## config.mk

```make
export PLATFORM = sky130hd
export DESIGN_NAME = sr_cmd_debounce
export DESIGN_NICKNAME = d
export VERILOG_FILES = /design/src/rtl/sr_cmd_debounce.sv
export SDC_FILE = /design/constraint.sdc
export NUM_CORES = 1
export LEC_CHECK = 0
export BUFFER_PORTS_ARGS = -buffer_cell sky130_fd_sc_hd__buf_2
export CORE_UTILIZATION = 50
export CTS_CLUSTER_SIZE = 10
export DETAILED_ROUTE_END_ITERATION = 10
export PLACE_DENSITY_LB_ADDON = 0.3
export SKIP_LAST_GASP = 1
export SYNTH_ARGS = -nofsm -noshare
export SYNTH_HDL_FRONTEND = slang
export SYNTH_SLANG_ARGS = --single-unit
```

## constraint.sdc

```tcl
create_clock -name clk -period 1.93 [get_ports clk]
set_input_delay 0.4825 -clock clk [delete_from_list [all_inputs] [get_ports clk]]
set_output_delay 0.4825 -clock clk [all_outputs]
set_load 0.01 [all_outputs]
```

## src/rtl/sr_cmd_debounce.sv

```systemverilog
// Two-channel push-button debouncer that turns each qualified press into a one-cycle S or R pulse.
// Define SR_CMD_SYNC_EN to add a two-flop synchronizer on both raw inputs.
module sr_cmd_debounce #(
  parameter int DEBOUNCE_CYCLES = 4,
  parameter int CNT_W           = 8
) (
  input  logic       clk,
  input  logic       rst,
  input  logic       set_btn,
  input  logic       reset_btn,
  output logic       S,
  output logic       R,
  output logic       conflict,
  output logic [1:0] dbg_set_state,
  output logic [1:0] dbg_reset_state
);

  typedef enum logic [1:0] {
    ST_IDLE    = 2'd0,
    ST_CHECK_P = 2'd1,
    ST_PRESSED = 2'd2,
    ST_CHECK_R = 2'd3
  } state_t;

  // A run qualifies on the sample that brings the count to DEBOUNCE_CYCLES.
  localparam logic [CNT_W-1:0] CNT_LAST = CNT_W'(DEBOUNCE_CYCLES - 1);
  localparam logic [CNT_W-1:0] CNT_ONE  = CNT_W'(1);

  // Channel 0 is set, channel 1 is reset.
  logic [1:0] samp;

`ifdef SR_CMD_SYNC_EN
  logic [1:0] sync1_q;
  logic [1:0] sync2_q;

  always_ff @(posedge clk) begin
    if (rst) begin
      sync1_q <= 2'b00;
      sync2_q <= 2'b00;
    end else begin
      sync1_q <= {reset_btn, set_btn};
      sync2_q <= sync1_q;
    end
  end

  assign samp = sync2_q;
`else
  assign samp = {reset_btn, set_btn};
`endif

  state_t           state_q [2];
  state_t           state_d [2];
  logic [CNT_W-1:0] cnt_q   [2];
  logic [CNT_W-1:0] cnt_d   [2];
  logic [1:0]       ev;

  logic s_q, s_d;
  logic r_q, r_d;
  logic conflict_q, conflict_d;

  always_comb begin
    for (int i = 0; i < 2; i++) begin
      state_d[i] = state_q[i];
      cnt_d[i]   = cnt_q[i];
      ev[i]      = 1'b0;
      case (state_q[i])
        ST_IDLE: begin
          if (samp[i]) begin
            state_d[i] = ST_CHECK_P;
            cnt_d[i]   = CNT_ONE;
          end
        end
        ST_CHECK_P: begin
          if (!samp[i]) begin
            state_d[i] = ST_IDLE;
            cnt_d[i]   = '0;
          end else if (cnt_q[i] == CNT_LAST) begin
            state_d[i] = ST_PRESSED;
            cnt_d[i]   = '0;
            ev[i]      = 1'b1;
          end else begin
            cnt_d[i]   = cnt_q[i] + CNT_ONE;
          end
        end
        ST_PRESSED: begin
          if (!samp[i]) begin
            state_d[i] = ST_CHECK_R;
            cnt_d[i]   = CNT_ONE;
          end
        end
        ST_CHECK_R: begin
          if (samp[i]) begin
            state_d[i] = ST_PRESSED;
            cnt_d[i]   = '0;
          end else if (cnt_q[i] == CNT_LAST) begin
            state_d[i] = ST_IDLE;
            cnt_d[i]   = '0;
          end else begin
            cnt_d[i]   = cnt_q[i] + CNT_ONE;
          end
        end
        default: begin
          state_d[i] = ST_IDLE;
          cnt_d[i]   = '0;
        end
      endcase
    end

    // Reset wins a same-edge collision; the set channel still latches PRESSED.
    s_d        = ev[0] & ~ev[1];
    r_d        = ev[1];
    conflict_d = ev[0] & ev[1];
  end

  always_ff @(posedge clk) begin
    if (rst) begin
      for (int i = 0; i < 2; i++) begin
        state_q[i] <= ST_IDLE;
        cnt_q[i]   <= '0;
      end
      s_q        <= 1'b0;
      r_q        <= 1'b0;
      conflict_q <= 1'b0;
    end else begin
      for (int i = 0; i < 2; i++) begin
        state_q[i] <= state_d[i];
        cnt_q[i]   <= cnt_d[i];
      end
      s_q        <= s_d;
      r_q        <= r_d;
      conflict_q <= conflict_d;
    end
  end

  // Pulses are plain registered strobes with no backpressure: the consumer must take them the cycle they appear.
  assign S               = s_q;
  assign R               = r_q;
  assign conflict        = conflict_q;
  assign dbg_set_state   = state_q[0];
  assign dbg_reset_state = state_q[1];

endmodule

```

==> results of run 1 <==
==> state kept, by name (all words and copies together), names as in the netlist, named ones only <==
| register | cells |
|---|---|
| R | 1 |
| S | 1 |
| cnt_q | 16 |
| conflict | 1 |
| state_q | 2 |
==> routing by layer <==
layer  GRT usage, %  share of wire, %
met5              0                 0
met3           6.50               2.6
met1           20.4                45
met2           36.6                50
met4           10.1               2.4
==> cell type report <==
type                            count  share of cell area [%]
Clock inverter                      1                   0.345
Inverter                            7                    1.81
Clock buffer                        3                    1.55
Timing Repair Buffer               12                    4.48
Sequential cell                    23                    31.7
Tap cell                           30                    2.59
Multi-Input combinational cell    118                    57.5
==> kinds of logic after synthesis <==
logic type / count (synthesis) / share of synthesized area, %
XOR/XNOR: 6 / 3.93
flip-flops: 23 / 34.5
multiplexers: 1 / 0.749
buffers and inverters: 11 / 3.09
adder cells (fa/ha/maj): 8 / 7.49
AO/OA/AOI/OAI: 30 / 16.9
AND/OR/NAND/NOR: 73 / 33.4
==> power by group through the flow <==
stage	registers (mW)	clock network, mW	logic [mW]
after floorplan	0.587	0	0.359
after global placement	0.572	0	0.490
after detailed placement	0.575	0	0.510
after CTS	0.566	0.241	0.516
after global routing	0.574	0.252	0.580
final	0.568	0.229	0.517
==> per-stage QoR <==
stage / instance area, µm² / cells
2_1_floorplan: 1340 / 152
3_5_place_dp: 1420 / 190
3_3_place_gp: 1420 / 190
5_1_grt: 1450 / 194
6_report: 1450 / 194
4_1_cts: 1450 / 194
==> cells in the mapped netlist (4+ instances only) <==
cell | instances | area [µm²]
sky130_fd_sc_hd__clkbuf_1 | 4 | 15.0
sky130_fd_sc_hd__nand2b_1 | 8 | 50.1
sky130_fd_sc_hd__xor2_1 | 4 | 35.0
sky130_fd_sc_hd__inv_1 | 7 | 26.3
sky130_fd_sc_hd__dfxtp_1 | 23 | 460
sky130_fd_sc_hd__a211oi_1 | 5 | 37.5
sky130_fd_sc_hd__ha_1 | 8 | 100
sky130_fd_sc_hd__nand2_1 | 17 | 63.8
sky130_fd_sc_hd__nand3_1 | 8 | 40.0
sky130_fd_sc_hd__a21oi_1 | 6 | 30.0
sky130_fd_sc_hd__nor2_1 | 10 | 37.5
==> worst paths after layout <==
kind                                     end  cells after the start  slack (ps)           from
worst max-delay path            cnt_q[0][11]                      6         150  state_q[0][2]
worst max register to register  cnt_q[0][11]                      6         150  state_q[0][2]
worst min-delay path                register                      3         480      reset_btn
worst min register to register   cnt_q[0][0]                      2         530    cnt_q[0][0]
==> critical path: cells and delay by family, from the launching register on <==
kind	cells	cell delay [ps]
AOI/OAI and AO/OA	2	350
adders and majority gates	1	290
buffers and inverters	1	90
DFF	1	400
and+or+nand+nor	2	580
==> results.py, run 1 <==
metrics = {
    "sta": {
        "final-max-slew-violation-count": 0,
        "slew_headroom_pct": 72.6,
        "timing.setup.tns_ps": 0,
        "layout_worst_path_cycle_share_pct": 92.1,
        "timing_worst_slew_pin_value_ps": 408,
        "timing.final.crit_period_ps": 1780,
        "finalSetupViolCount": 0,
        "rsz0062_at_grt": "false",
        "finClkSkew_ps": 4.53,
        "hold_viol": 0,
        "timing.fmax_ghz": 0.563,
        "final_critical_path_setup_slack_ps": 153,
        "finalHoldWorstSlack_ps": 477,
    },
    "route": {
        "detail_route.wl_per_cell_um": 14.0,
        "drt_pre_antenna_iters": 4,
        "drt-total-wl_um": 2710,
        "drcViolationCount": 0,
        "ant_nets": 0,
        "detail_route.iter0.violations": 19,
        "route.detailed.vias_per_inst": 6.05,
        "number_of_vias_in_the_routed_layout": 1174,
    },
    "cells_and_area": {
        "area_occupied_by_multi_input_gates_um2": 835,
        "layout.cells.most_common": "sky130_fd_sc_hd__dfxtp_1",
        "n_fill_cell": 220,
        "area.growth.synth_to_final_pct": 8.61,
        "final_layout_size_suffix_gt1_share_pct": 18.3,
        "layout_utilization_pct": 58.1,
        "final_cell_mix": "23 x sky130_fd_sc_hd__dfxtp_1, 17 x sky130_fd_sc_hd__nand2_1, 10 x sky130_fd_sc_hd__nor2_1, 10 x sky130_fd_sc_hd__buf_2",
        "n_antenna_cell": 0,
        "layout.area.seq_um2": 460,
        "fin_nets": 177,
    },
    "yosys": {
        "netlist_instances": 152,
        "ys_ff_latch": 23,
        "synth-edff-count": 0,
        "syn-cell-area_um2": 1340,
        "mappedNetlistNets": 164,
        "synth-warning-count": 0,
        "synth_cell_types": 46,
        "postSynthAreaPerCell_um2": 8.79,
        "post_synthesis_sequential_area_ratio_pct": 34.5,
        "ys_dominant_reg_cell": "sky130_fd_sc_hd__dfxtp_1",
        "synth-async-reset-ratio_pct": 0,
    },
    "placed_design": {
        "detailed_placement_hpwl_um": 1980,
        "gp_congestion": 0.786,
        "placement.setup.worst_slack_ps": 182,
        "place.port_buffers": 10,
    },
    "cts": {
        "post_cts_setup_repair_buffer_count": 0,
        "cts.root.buffer_cell": "sky130_fd_sc_hd__clkbuf_4",
        "cts_htree_levels": 1,
        "post_cts_sizing": 0,
        "clock_insertion_delay_worst_skew_ps": 320,
        "tritoncts.num_buffers": 3,
        "cts_hold_buf": 0,
        "cts_tree": "done",
        "clkTransAtPathRegs_ps": 130,
        "clock_sinks": 23,
        "cts-root-to-sink-buffers": 2,
    },
    "outcome": {
        "status": "complete, no violations",
    },
    "floorplan": {
        "die_height_um": 53.7,
        "i_o_pin_count": 11,
        "fp.dieW_um": 53.7,
        "num_rows": 18,
        "design.core.area_um2": 2500,
        "initial_core_util_pct": 53.5,
        "die_area_um2": 2880,
    },
    "global_route": {
        "antenna_found_initial": 0,
        "grt_pass1_wl_um": 4130,
        "grtUsageTotal_pct": 20.2,
        "grt_start_max_net_pins": 21,
        "grt_pass1_vias": 1010,
        "globalRouteOverflowTotal": 0,
    },
    "setup_path": {
        "crit_path_top_delay_cell": "sky130_fd_sc_hd__or3b_2",
        "crit_chain": "inv_1 -> ha_1 -> or3b_2 -> a21oi_2 -> nand2_1 -> o211ai_1",
        "cp-end-kind": "register",
        "path_class": "reg2reg",
        "path_max_fanout": 5,
        "cp.required_ps": 2180,
        "crit_arrival_ps": 2030,
        "slowest_delay_ps": 490,
        "critical_path_source_type": "register",
    },
    "pwr": {
        "power_frac_comb_pct": 39.3,
        "power_density_nw_per_um2": 906,
        "total_switching_power_uw": 497,
        "power_report.internal_total_uw": 818,
        "power.sequential.fraction_pct": 43.2,
        "power_mw": 1.31,
        "power.switching_fraction_pct": 37.8,
        "power.clock.fraction_pct": 17.4,
        "static-leakage-power_nw": 0.532,
        "maximum_resistive_drop_on_vdd_v": 0.000872,
    },
    "run": {
        "max-cap-violations": 0,
    },
    "min_path": {
        "min_path_type": "in2reg",
    },
}
(Power assumes the default switching activity.)
==> inputs of run 2 (changes only) <==
Settings changed: BUFFER_PORTS_ARGS -buffer_cell sky130_fd_sc_hd__buf_2 to -buffer_cell sky130_fd_sc_hd__clkbuf_2, CORE_UTILIZATION 50 to 44.
==> run 2 against run 1 <==
Count of clock-buffer cells in the layout did not move; sequential power barely moved; largest power group unchanged; highest routed layer unchanged; power rose by 0.79%; largest cell class unchanged; combinational power is 1% higher; critical endpoint is now cnt_q[0][13].
==> results.py, run 2 (same netlist as run 1, synthesis figures left out) <==
metrics = {
    "min_path": {
        "min_path_type": "in2reg",
    },
    "sta": {
        "timing.setup.tns_ps": 0,
        "layout_worst_path_cycle_share_pct": 95.5,
        "timing.fmax_ghz": 0.542,
        "finalSetupViolCount": 0,
        "timing_worst_slew_pin_value_ps": 381,
        "finClkSkew_ps": 6.68,
        "finalHoldWorstSlack_ps": 488,
        "timing.final.crit_period_ps": 1840,
        "slew_headroom_pct": 74.5,
        "hold_viol": 0,
        "final-max-slew-violation-count": 0,
        "rsz0062_at_grt": "false",
    },
    "floorplan": {
        "die_height_um": 57.1,
        "design.core.area_um2": 2810,
        "fp.dieW_um": 57.1,
        "num_rows": 19,
        "initial_core_util_pct": 47.6,
        "i_o_pin_count": 11,
        "die_area_um2": 3260,
    },
    "route": {
        "drcViolationCount": 0,
        "detail_route.iter0.violations": 67,
        "route.detailed.vias_per_inst": 5.92,
        "detail_route.wl_per_cell_um": 14.6,
        "drt-total-wl_um": 2860,
        "number_of_vias_in_the_routed_layout": 1160,
        "drt_pre_antenna_iters": 4,
        "ant_nets": 0,
    },
    "global_route": {
        "grt_pass1_wl_um": 4890,
        "grt_start_max_net_pins": 16,
        "grt_pass1_vias": 1170,
        "grtUsageTotal_pct": 18.9,
        "globalRouteOverflowTotal": 0,
        "antenna_found_initial": 0,
    },
    "setup_path": {
        "crit_arrival_ps": 2080,
        "cp.required_ps": 2160,
        "cp-end-kind": "register",
        "critical_path_source_type": "register",
        "path_max_fanout": 5,
        "path_class": "reg2reg",
    },
    "cells_and_area": {
        "fin_nets": 178,
        "largestRegisters": "cnt_q (16), state_q (2)",
        "final_layout_size_suffix_gt1_share_pct": 18.8,
        "area.growth.synth_to_final_pct": 9.27,
        "layout.cells.most_common": "sky130_fd_sc_hd__dfxtp_1",
        "n_fill_cell": 271,
        "largest_register_ff_count": 16,
        "final_cell_mix": "23 x sky130_fd_sc_hd__dfxtp_1, 17 x sky130_fd_sc_hd__nand2_1, 10 x sky130_fd_sc_hd__nor2_1, 10 x sky130_fd_sc_hd__clkbuf_2",
        "n_antenna_cell": 0,
        "layout.area.seq_um2": 460,
        "max_flop_register": "cnt_q",
        "area_occupied_by_multi_input_gates_um2": 835,
    },
    "pwr": {
        "power.clock.fraction_pct": 17.6,
        "power.switching_fraction_pct": 38.2,
        "power_report.internal_total_uw": 819,
        "power_density_nw_per_um2": 907,
        "total_switching_power_uw": 506,
        "power_mw": 1.32,
        "power.sequential.fraction_pct": 43.0,
        "maximum_resistive_drop_on_vdd_v": 0.000637,
        "static-leakage-power_nw": 0.533,
        "power_frac_comb_pct": 39.4,
    },
    "cts": {
        "clkTransAtPathRegs_ps": 140,
        "cts_hold_buf": 0,
        "cts_tree": "done",
        "clock_insertion_delay_worst_skew_ps": 320,
        "post_cts_setup_repair_buffer_count": 0,
        "post_cts_sizing": 0,
        "clock_sinks": 23,
        "cts.root.buffer_cell": "sky130_fd_sc_hd__clkbuf_4",
        "cts_htree_levels": 1,
        "tritoncts.num_buffers": 3,
        "cts-root-to-sink-buffers": 2,
    },
    "placed_design": {
        "detailed_placement_hpwl_um": 2170,
        "place.port_buffers": 10,
        "gp_congestion": 0.817,
    },
    "run": {
        "max-cap-violations": 0,
    },
    "outcome": {
        "status": "complete, no violations",
    },
}
==> run 2: cell count changes in the layout (fill, tap and decap cells not counted) <==
cell / before / now
sky130_fd_sc_hd__buf_2: 10 / 0
sky130_fd_sc_hd__clkbuf_2: 0 / 10
sky130_fd_sc_hd__buf_4: 2 / 3
==> run 2: routing by layer <==
metal	wire length (µm)	GRT usage [%]	share of wire, %
met4	47	5.57	1.6
met1	1240	21.3	43
met5	0	0	0
met2	1490	35.3	52
met3	75	4.31	2.6
==> run 2: cell type report <==
class,instances,share of cell area (%)
multi-input cells,118,57.2
clock inverters,1,0.343
repair buffers,13,4.97
flip-flops and latches,23,31.5
inverters,7,1.80
clock buffers,3,1.54
well taps,31,2.66
==> run 2: critical path, stage by stage, from the launching register on <==
cell and delay [ps]:
sky130_fd_sc_hd__dfxtp_1 420, sky130_fd_sc_hd__inv_1 90, sky130_fd_sc_hd__ha_1 300, sky130_fd_sc_hd__or3b_2 490, sky130_fd_sc_hd__a21oi_2 280, sky130_fd_sc_hd__nand2_1 90, sky130_fd_sc_hd__o311ai_1 80
==> run 2: per-stage QoR <==
step / setup WS [ps] / utilization [%] / cell area, µm² / instances
after global placement: 194 / 51.1 / 1430 / 192
after floorplan: 107 / - / 1340 / 152
after detailed placement: 141 / 51.1 / 1430 / 192
after CTS: 113 / 52.1 / 1460 / 196
final: 86.6 / 52.1 / 1460 / 196
after global routing: 37.7 / 52.1 / 1460 / 196
==> run 2: final timing paths <==
check | startpoint | to | slack (ps) | cells past startpoint
min reg2reg | cnt_q[0][0] | cnt_q[0][0] | 520 | 2
min | reset_btn | register | 490 | 3
max reg2reg | state_q[0][2] | cnt_q[0][13] | 90 | 6
max | state_q[0][2] | cnt_q[0][13] | 90 | 6
==> run 2: power by group through the flow <==
stage	sequential, mW	clock, mW	combinational, mW
final	0.570	0.234	0.522
after global routing	0.573	0.257	0.581
after CTS	0.568	0.236	0.520
after detailed placement	0.578	0	0.519
after global placement	0.574	0	0.500
after floorplan	0.587	0	0.359
==> inputs of run 3 (changes only) <==
Clock period 1.93 ns to 1.65 ns, I/O delays scaled along.
==> run 3 against run 2 <==
The flow now finishes with violations (negative setup slack); register-to-register slack worse by 130 ps; final area up 19%; die area unchanged; sequential cell count unchanged; sequential power up 22%.
==> results.py, run 3 (same netlist as run 1, synthesis figures left out) <==
metrics = {
    "outcome": {
        "status": "finished, violations left",
        "violations": "negative setup slack",
    },
    "floorplan": {
        "num_rows": 19,
        "fp.dieW_um": 57.1,
        "i_o_pin_count": 11,
        "initial_core_util_pct": 47.6,
        "die_height_um": 57.1,
        "design.core.area_um2": 2810,
        "die_area_um2": 3260,
    },
    "sta": {
        "rsz0062_at_grt": "true",
        "finalSetupViolCount": 1,
        "timing.fmax_ghz": 0.589,
        "slew_headroom_pct": 76.0,
        "timing_worst_slew_pin_value_ps": 357,
        "final-max-slew-violation-count": 0,
        "final_critical_path_setup_slack_ps": -46.6,
        "finClkSkew_ps": 6.42,
        "hold_viol": 0,
        "layout_worst_path_cycle_share_pct": 103,
        "timing.final.crit_period_ps": 1700,
    },
    "cells_and_area": {
        "layout.cells.most_common": "sky130_fd_sc_hd__buf_4",
        "max_flop_register": "cnt_q",
        "layout_utilization_pct": 62.0,
        "final_cell_mix": "19 x sky130_fd_sc_hd__buf_4, 18 x sky130_fd_sc_hd__dfxtp_1, 15 x sky130_fd_sc_hd__nand2_1, 10 x sky130_fd_sc_hd__nor2_1, 10 x sky130_fd_sc_hd__clkbuf_2",
        "largest_register_ff_count": 16,
        "fin_nets": 196,
        "final_layout_size_suffix_gt1_share_pct": 37.2,
        "postLayoutCellArea_um2": 1740,
        "n_antenna_cell": 0,
        "area.growth.synth_to_final_pct": 30.2,
        "largestRegisters": "cnt_q (16), state_q (2)",
    },
    "route": {
        "number_of_vias_in_the_routed_layout": 1234,
        "detail_route.wl_per_cell_um": 14.7,
        "drt-total-wl_um": 3160,
        "drcViolationCount": 0,
        "detail_route.iter0.violations": 80,
        "route.detailed.vias_per_inst": 5.77,
        "ant_nets": 0,
        "drt_pre_antenna_iters": 5,
    },
    "cts": {
        "cts.root.buffer_cell": "sky130_fd_sc_hd__clkbuf_4",
        "tritoncts.num_buffers": 3,
        "cts_tree": "done",
        "clkTransAtPathRegs_ps": 140,
        "clock_sinks": 23,
        "cts_hold_buf": 0,
        "cts_htree_levels": 1,
        "cts-root-to-sink-buffers": 2,
        "clock_insertion_delay_worst_skew_ps": 320,
    },
    "placed_design": {
        "detailed_placement_hpwl_um": 2130,
        "placed_cell_area_um2": 1530,
        "place.port_buffers": 10,
        "gp_congestion": 0.797,
    },
    "global_route": {
        "grtUsageTotal_pct": 19.2,
        "groute.layer.met1.usage_pct": 24.0,
        "globalRouteOverflowTotal": 0,
        "gr-max-usage-layer": "met2",
        "grt_pass1_wl_um": 5010,
        "grt_pass1_vias": 1188,
        "groute.layer.met3.usage_pct": 4.99,
        "grt_start_max_net_pins": 15,
        "antenna_found_initial": 0,
        "grt.met2_usage_pct": 33.8,
    },
    "setup_path": {
        "cp-end-kind": "register",
        "critical_path_source_type": "register",
        "cp.required_ps": 1910,
        "slowest_delay_ps": 520,
        "crit_chain": "ha_1 -> or3b_4 -> nand2_4 -> or4_4 -> a21oi_2",
        "crit_path_top_delay_cell": "sky130_fd_sc_hd__or4_4",
        "path_class": "reg2reg",
        "path_max_fanout": 4,
        "crit_arrival_ps": 1960,
    },
    "pwr": {
        "static-leakage-power_nw": 0.637,
        "maximum_resistive_drop_on_vdd_v": 0.000858,
        "power_density_nw_per_um2": 1120,
        "power_mw": 1.96,
    },
    "min_path": {
        "min_path_type": "in2reg",
    },
    "run": {
        "max-cap-violations": 0,
    },
}
## run 3: routing by layer
metal,wire length [µm],share of wire [%],vias up
li1,-,-,617
met1,1430,45,582
met2,1580,50,29
met3,111,3.5,6
met4,36,1.1,0
met5,0,0,-
## run 3: report_power, final
group	switching, mW	internal [mW]	total, mW
sequential	0.0693	0.624	0.693
combinational	0.475	0.517	0.992
clock	0.181	0.0908	0.272
total	0.726	1.23	1.96
## run 3: layout make-up
class | instances | area (µm²)
Clock buffer | 3 | 22.5
Timing Repair Buffer | 31 | 219
Clock inverter | 1 | 5.00
Multi-Input combinational cell | 118 | 957
Fill cell | 238 | 1060
Sequential cell | 23 | 469
Inverter | 7 | 28.8
Tap cell | 31 | 38.8
## run 3: final timing paths
path,start,to,slack (ps),depth (start not counted)
max,register,cnt_q[0][7],-50,5
min,reset_btn,register,420,3
max reg2reg,register,cnt_q[0][7],-50,5
min reg2reg,cnt_q[0][1],cnt_q[0][1],530,2
## run 3: timing repair
action                     CTS  global route
setup buffers                2             4
pin swaps                    2            13
hold endpoints to repair     0             0
resized for setup            6            23
setup endpoints to repair   15            17
## run 3: through the flow
| stage | setup slack, ps | TNS (ps) | instances | hold slack, ps |
|---|---|---|---|---|
| global route | -89.1 | -293 | 214 | 412 |
| finish | -46.6 | -46.6 | 214 | 421 |
| CTS | 1.41 | 0 | 210 | 397 |
| floorplan | -36.4 | -36.4 | 152 | 469 |
| detailed placement | -80.1 | -424 | 204 | 497 |
| global placement | -20.0 | -38.7 | 204 | 482 |
## run 3: worst max-delay path: cells and delay by family, from the launching register on
family                   cells  cell delay, ps
AO/OA/AOI/OAI                1             150
AND/OR/NAND/NOR              3             780
flip-flops                   1             420
adder cells (fa/ha/maj)      1             290
